[src/rtl/ascensor_pkg.sv]
// Shared encodings for the elevator controller: FSM state codes, travel direction, state width.
package ascensor_pkg;

  localparam int unsigned StateW = 3;

  typedef enum logic [StateW-1:0] {
    StIdle     = 3'd0,
    StMoveUp   = 3'd1,
    StMoveDown = 3'd2,
    StDoorOpen = 3'd3,
    StHalt     = 3'd4
  } state_e;

  typedef enum logic {
    DirUp   = 1'b0,
    DirDown = 1'b1
  } dir_e;

endpackage

[src/rtl/ascensor_timer.sv]
// Loadable down-counter; done is high while the count sits at zero.
module ascensor_timer #(
  parameter int unsigned WIDTH = 4
) (
  input  logic             clk,
  input  logic             rst,
  input  logic             load,
  input  logic [WIDTH-1:0] load_val,
  output logic             done
);

  localparam logic [WIDTH-1:0] One = WIDTH'(1);

  logic [WIDTH-1:0] count_q, count_d;

  always_comb begin
    count_d = count_q;
    if (load) begin
      count_d = load_val;
    end else if (count_q != '0) begin
      count_d = count_q - One;
    end
  end

  always_ff @(posedge clk) begin
    if (rst) begin
      count_q <= '0;
    end else begin
      count_q <= count_d;
    end
  end

  assign done = (count_q == '0);

endmodule

[src/rtl/ascensor_ctrl.sv]
// Elevator controller: latches floor calls and serves them, preferring the last travel direction.
// Defining ASCENSOR_EMERGENCY_EN adds the emg_stop port and the HALT state.
module ascensor_ctrl
  import ascensor_pkg::*;
#(
  parameter int unsigned FLOORS      = 4,
  parameter int unsigned DOOR_CYCLES = 8,
  parameter int unsigned MOVE_CYCLES = 4
) (
  input  logic                      clk,
  input  logic                      rst,
`ifdef ASCENSOR_EMERGENCY_EN
  input  logic                      emg_stop,
`endif
  input  logic [FLOORS-1:0]         call_req,
  output logic [$clog2(FLOORS)-1:0] floor_idx,
  output logic [StateW-1:0]         state,
  output logic [FLOORS-1:0]         pending,
  output logic                      moving_up,
  output logic                      moving_down,
  output logic                      door_open
);

  localparam int unsigned FloorW = $clog2(FLOORS);
  localparam int unsigned DoorW  = $clog2(DOOR_CYCLES + 1);
  localparam int unsigned MoveW  = $clog2(MOVE_CYCLES + 1);

  localparam logic [FloorW-1:0] FloorOne = FloorW'(1);
  // Timers count N-1 down to 0, so the exit edge is the N-th edge after entry.
  localparam logic [DoorW-1:0]  DoorLoad = DoorW'(DOOR_CYCLES - 1);
  localparam logic [MoveW-1:0]  MoveLoad = MoveW'(MOVE_CYCLES - 1);

  state_e              state_q, state_d, dispatch_st;
  dir_e                dir_q, dir_d;
  logic [FloorW-1:0]   floor_q, floor_d;
  logic [FLOORS-1:0]   pending_q, pending_d;
  logic [FLOORS-1:0]   call_mask, clr_mask;
  logic                above_any, below_any, beyond_up, beyond_dn;
  logic                door_load, door_done, door_restart;
  logic                move_load, move_done;
  logic                emg;

`ifdef ASCENSOR_EMERGENCY_EN
  assign emg = emg_stop;
`else
  assign emg = 1'b0;
`endif

  ascensor_timer #(
    .WIDTH(DoorW)
  ) u_door_timer (
    .clk     (clk),
    .rst     (rst),
    .load    (door_load),
    .load_val(DoorLoad),
    .done    (door_done)
  );

  ascensor_timer #(
    .WIDTH(MoveW)
  ) u_move_timer (
    .clk     (clk),
    .rst     (rst),
    .load    (move_load),
    .load_val(MoveLoad),
    .done    (move_done)
  );

  // Pending calls relative to the car, and strictly beyond the neighbouring floor.
  always_comb begin
    above_any = 1'b0;
    below_any = 1'b0;
    beyond_up = 1'b0;
    beyond_dn = 1'b0;
    for (int i = 0; i < int'(FLOORS); i++) begin
      if (i > int'(floor_q))     above_any |= pending_q[i];
      if (i < int'(floor_q))     below_any |= pending_q[i];
      if (i > int'(floor_q) + 1) beyond_up |= pending_q[i];
      if (i < int'(floor_q) - 1) beyond_dn |= pending_q[i];
    end
  end

  always_comb begin
    if (above_any && below_any) begin
      dispatch_st = (dir_q == DirUp) ? StMoveUp : StMoveDown;
    end else if (above_any) begin
      dispatch_st = StMoveUp;
    end else if (below_any) begin
      dispatch_st = StMoveDown;
    end else begin
      dispatch_st = StIdle;
    end
  end

  // Next-state process.
  always_comb begin
    state_d      = state_q;
    floor_d      = floor_q;
    door_restart = 1'b0;
    unique case (state_q)
      StIdle: begin
        state_d = pending_q[floor_q] ? StDoorOpen : dispatch_st;
      end
      StDoorOpen: begin
        if (call_req[floor_q]) begin
          door_restart = 1'b1;
        end else if (door_done) begin
          state_d = dispatch_st;
        end
      end
      StMoveUp: begin
        if (move_done) begin
          floor_d = floor_q + FloorOne;
          if (pending_q[floor_d]) begin
            state_d = StDoorOpen;
          end else if (!beyond_up) begin
            state_d = StIdle;
          end
        end
      end
      StMoveDown: begin
        if (move_done) begin
          floor_d = floor_q - FloorOne;
          if (pending_q[floor_d]) begin
            state_d = StDoorOpen;
          end else if (!beyond_dn) begin
            state_d = StIdle;
          end
        end
      end
      // HALT with the stop released falls back to IDLE.
      default: begin
        state_d = StIdle;
      end
    endcase
    if (emg) begin
      state_d      = StHalt;
      floor_d      = floor_q;
      door_restart = 1'b0;
    end
  end

  // Timer loads, direction memory and call latching derived from the chosen transition.
  always_comb begin
    dir_d = dir_q;
    if (state_d == StMoveUp) begin
      dir_d = DirUp;
    end else if (state_d == StMoveDown) begin
      dir_d = DirDown;
    end
    move_load = ((state_d == StMoveUp) || (state_d == StMoveDown)) &&
                ((state_d != state_q) || move_done);
    door_load = (state_d == StDoorOpen) && ((state_q != StDoorOpen) || door_restart);
    clr_mask  = '0;
    call_mask = '0;
    if ((state_d == StDoorOpen) && (state_q != StDoorOpen)) begin
      clr_mask[floor_d] = 1'b1;
    end
    if (door_restart) begin
      call_mask[floor_q] = 1'b1;
    end
    pending_d = (pending_q | (call_req & ~call_mask)) & ~clr_mask;
  end

  // State register process.
  always_ff @(posedge clk) begin
    if (rst) begin
      state_q   <= StIdle;
      floor_q   <= '0;
      pending_q <= '0;
      dir_q     <= DirUp;
    end else begin
      state_q   <= state_d;
      floor_q   <= floor_d;
      pending_q <= pending_d;
      dir_q     <= dir_d;
    end
  end

  // Output process.
  always_comb begin
    state       = state_q;
    floor_idx   = floor_q;
    pending     = pending_q;
    moving_up   = (state_q == StMoveUp);
    moving_down = (state_q == StMoveDown);
    door_open   = (state_q == StDoorOpen);
  end

endmodule

[config.mk]
export PLATFORM = sky130hd
export DESIGN_NAME = ascensor_ctrl
export DESIGN_NICKNAME = d
export VERILOG_FILES = /design/src/rtl/ascensor_pkg.sv /design/src/rtl/ascensor_timer.sv /design/src/rtl/ascensor_ctrl.sv
export SDC_FILE = /design/constraint.sdc
export NUM_CORES = 1
export LEC_CHECK = 0
export BUFFER_PORTS_ARGS = -buffer_cell sky130_fd_sc_hd__buf_2
export CAP_MARGIN = 40
export CORE_ASPECT_RATIO = 1.5
export CORE_MARGIN = 2
export CORE_UTILIZATION = 40
export CTS_BUF_LIST = sky130_fd_sc_hd__clkbuf_4
export CTS_CLUSTER_SIZE = 8
export DETAILED_ROUTE_END_ITERATION = 6
export MAX_ROUTING_LAYER = met4
export PLACE_DENSITY_LB_ADDON = 0.3
export RECOVER_POWER = 25
export SLEW_MARGIN = 40
export SYNTH_ARGS = -nofsm -noshare
export SYNTH_HDL_FRONTEND = slang
export SYNTH_HIERARCHICAL = 1
export SYNTH_SLANG_ARGS = --single-unit
[constraint.sdc]
create_clock -name clk -period 5.2 [get_ports clk]
set_input_delay 1.56 -clock clk [delete_from_list [all_inputs] [get_ports clk]]
set_output_delay 1.56 -clock clk [all_outputs]
set_load 0.05 [all_outputs]
==> summary.md <==
| Metric | Value |
|---|---|
| Total power | 0.000626 W |
| Clock H-tree levels | 1 |
| Worst Setup End Kind | register |
| Ant. Diodes | 0 |
| Die H | 74.8 µm |
| Worst-Margin Slew | 0.727 ns |
| Worst path max stage delay | 0.49 ns |
| Post-CTS Resized | 0 |
| Final hold violations | 0 |
| Average wire per standard cell | 14.8 µm |
| Row count | 25 |
| CTS tree | built |
| WHS Path Cells | 2 |
| Crit path max-delay family | compound AO/OA/AOI/OAI gates |
| Final setup viols | 0 |
| Clock Skews | 0.00524 ns |
| Core box area | 3160 µm² |
| Max IR drop VDD | 0.192 mV |
| Fill cells | 318 |
| Crit path max fanout | 8 |
| Hold Crit Class | register to register |
| CP bufs+invs | 1 |
| Clk buf depth | 2 |
| Fin. max-slew vios | 0 |
| Clock Latency Late Sink | 0.28 ns |
| Power per cell area | 420 nW/µm² |
| Switch Pwr | 0.000277 W |
| DRC | 0 |
| Largest net degree at the start of global routing | 18 |
| Antenna-violating nets left | 0 |
| Mapped Avg Cell Area | 8.90 µm² |
| Starting DRT DRC Count | 47 |
| Die X | 51.2 µm |
| Slew headroom | 51.5% |
| Int Pwr | 0.000350 W |
| DRT Pass-1 Iters | 5 |
| Reg2Reg Depth | 11 |
| Num ports | 18 |
| Crit path launch type | input pin |
| CP Cell Sequence | buf_2 -> mux4_2 -> nand2b_1 -> o21a_1 -> nor3_4 -> nand2_1 -> a2bb2oi_1 -> nor2b_1 -> a2111oi_1 |
| CP Class | input pin to register |
| CTS buffer count | 3 |
| I/O Buffers | 17 |
| Area contributors post-synth | dfxtp_1 25%, ha_1 9.4%, mux4_2 6.7% |
| Clk sink count | 17 |
| First-pass GRT wire length | 5.18 mm |
| Routed via count | 1172 |
| Netlist cell types | 52 |
| Logic pwr share | 56.7% |
| Fin Setup TNS | 0 ns |
| Reg2reg start | floor_idx[0] |
| Ys async rst share | 0% |
| Proportion of layout cells with a drive suffix above 1 | 18.9% |
| Register share of total power | 32.4% |
| Final period util | 71.3% |
| RSZ-0062 raised after global routing | no |
| Seq/Total Area, Yosys | 25.5% |
| Cells after Synth | 150 |
| Vias in the first global route | 1137 |
| Mapped Area | 1340 µm² |
| Worst Hold End | dir_q |
| Slowest cell on the critical path | mux4_2 |
| Max Cap Violations | 0 |
| CP arrival | 3.88 ns |
| Root Buffer | clkbuf_4 |
| Initial Util | 42.3% |
| Reg2reg setup slack | 1.72 ns |
| Post-synth EDFFs | 0 |
| # hold bufs at CTS | 0 |
| Worst Path Required | 5.38 ns |
| Min-Delay Startpoint | dir_q |
| Worst reg2reg endpoint | u_move_timer/count_q[0] |
| Register bit total from synthesis | 17 |
| Ys flop type | dfxtp_1 |
| Core Util, Final | 47.2% |
| Worst-path clk slew | 0.09 ns |
| Layout area overhead | 11.7% |
| RD Place Congestion | 0.796 |
| Status | complete, no violations |
| GRT Overall Usage | 18.7% |
| Drt total wl | 3.18 mm |
| DR vias/cell | 5.45 |
| Clock network power share | 10.9% |
| Number of nets in the layout | 192 |
| Initial antenna violation count | 0 |
| Area leader, netlist | dfxtp_1 |
| Fmax | 270 MHz |
| Post-synth top area share | 25.5% |
| Top post-synthesis cells by count | 17 x dfxtp_1, 15 x nand2_1, 14 x inv_1 |
| Yosys warns | 6 |
| Top-count cell post-synth | dfxtp_1 |
| GR Overflow Total | 0 |
| Fin crit period | 3.71 ns |
| Die area | 3830 µm² |
| Leak pwr | 0.615 nW |
| Net Sw Frac | 44.2% |
| HPWL after DPL | 2.51 mm |
| Post CTS Setup Buffer Count | 0 |
==> cell usage in the layout (no fill, tap or decap), types with 2 or more instances in the layout <==
master / count
or3b_1: 2
o21a_1: 3
nor2_1: 6
and2_1: 2
conb_1: 8
ha_1: 10
dfxtp_1: 17
nor3_1: 2
or2_2: 2
inv_1: 14
mux4_2: 4
o22ai_1: 2
a311oi_1: 4
nand2b_1: 4
nor3_2: 2
xnor2_1: 4
a21oi_1: 10
nand2_1: 15
a2111oi_1: 2
clkbuf_4: 3
o21ai_0: 3
o221ai_1: 2
nor4b_1: 2
buf_2: 12
nor2b_1: 8
clkbuf_1: 5
==> layout make-up <==
cell class | instances | area [µm²] | share of cell area (%)
multi-input combinational | 123 | 942 | 63.2
inverter | 14 | 52.6 | 3.52
sequential | 17 | 340 | 22.8
clock buffer | 3 | 22.5 | 1.51
clock inverter | 1 | 5.00 | 0.336
tap | 40 | 50.0 | 3.36
timing repair buffer | 17 | 78.8 | 5.29
==> state kept, by name (all words and copies together), names as in the netlist <==
register              cells
dir_q                     1
floor_idx                 2
pending                   4
state                     3
u_door_timer/count_q      4
u_move_timer/count_q      3
==> stage by stage <==
step           setup slack [ns]  cell area (µm²)  cells  hold WS [ns]
2_1_floorplan              1.61             1360    156         0.480
3_3_place_gp               1.33             1480    211         0.514
3_5_place_dp               1.25             1480    211         0.536
4_1_cts                    1.54             1510    215         0.549
5_1_grt                    1.30             1490    215         0.601
6_report                   1.49             1490    215         0.545
==> worst register-to-register path, stage by stage (launching register included) <==
cell	delay [ns]
dfxtp_1	0.63
inv_1	0.20
ha_1	0.33
xnor2_1	0.16
a222oi_1	0.46
nand3b_1	0.14
a31oi_1	0.25
o21ai_2	0.11
or2_1	0.21
a2bb2oi_1	0.42
nor2b_1	0.10
a2111oi_1	0.37
==> cell families after synthesis <==
family	after synthesis	synth area share [%]
buffers and inverters	16	5.06
and+or+nand+nor	56	27.3
adders and majority gates	10	9.37
muxes	5	7.59
AOI/OAI and AO/OA	39	21.4
other	2	0.563
DFF	17	25.5
xor gates and xnor gates	5	3.28
==> worst max-delay path by stage <==
stage                start                      end  slack (ns)  cells past startpoint
2_1_floorplan  call_req[3]  u_move_timer/count_q[0]        1.61                      9
4_1_cts        call_req[3]  u_move_timer/count_q[1]        1.54                      9
3_5_place_dp   call_req[3]  u_move_timer/count_q[1]        1.25                      9
3_3_place_gp   call_req[3]  u_move_timer/count_q[1]        1.33                      9
5_1_grt        call_req[3]  u_move_timer/count_q[1]        1.30                      9
6_report       call_req[3]  u_move_timer/count_q[0]        1.49                      9
==> power groups by stage <==
stage	logic, W	registers (W)	clock network, W
floorplan	0.000274	0.000220	0
global placement	0.000350	0.000202	0
detailed placement	0.000361	0.000204	0
CTS	0.000364	0.000202	0.0000724
global route	0.000397	0.000208	0.0000782
finish	0.000355	0.000203	0.0000685
==> layer usage <==
| layer | up-vias | wire length, µm | GRT usage (%) |
|---|---|---|---|
| li1 | 583 | - | - |
| met1 | 544 | 1180 | 17.5 |
| met2 | 35 | 1810 | 36.9 |
| met3 | 10 | 110 | 2.18 |
| met4 | 0 | 80 | 8.41 |
| met5 | - | 0 | - |
Power figures use the tool's default switching activity.
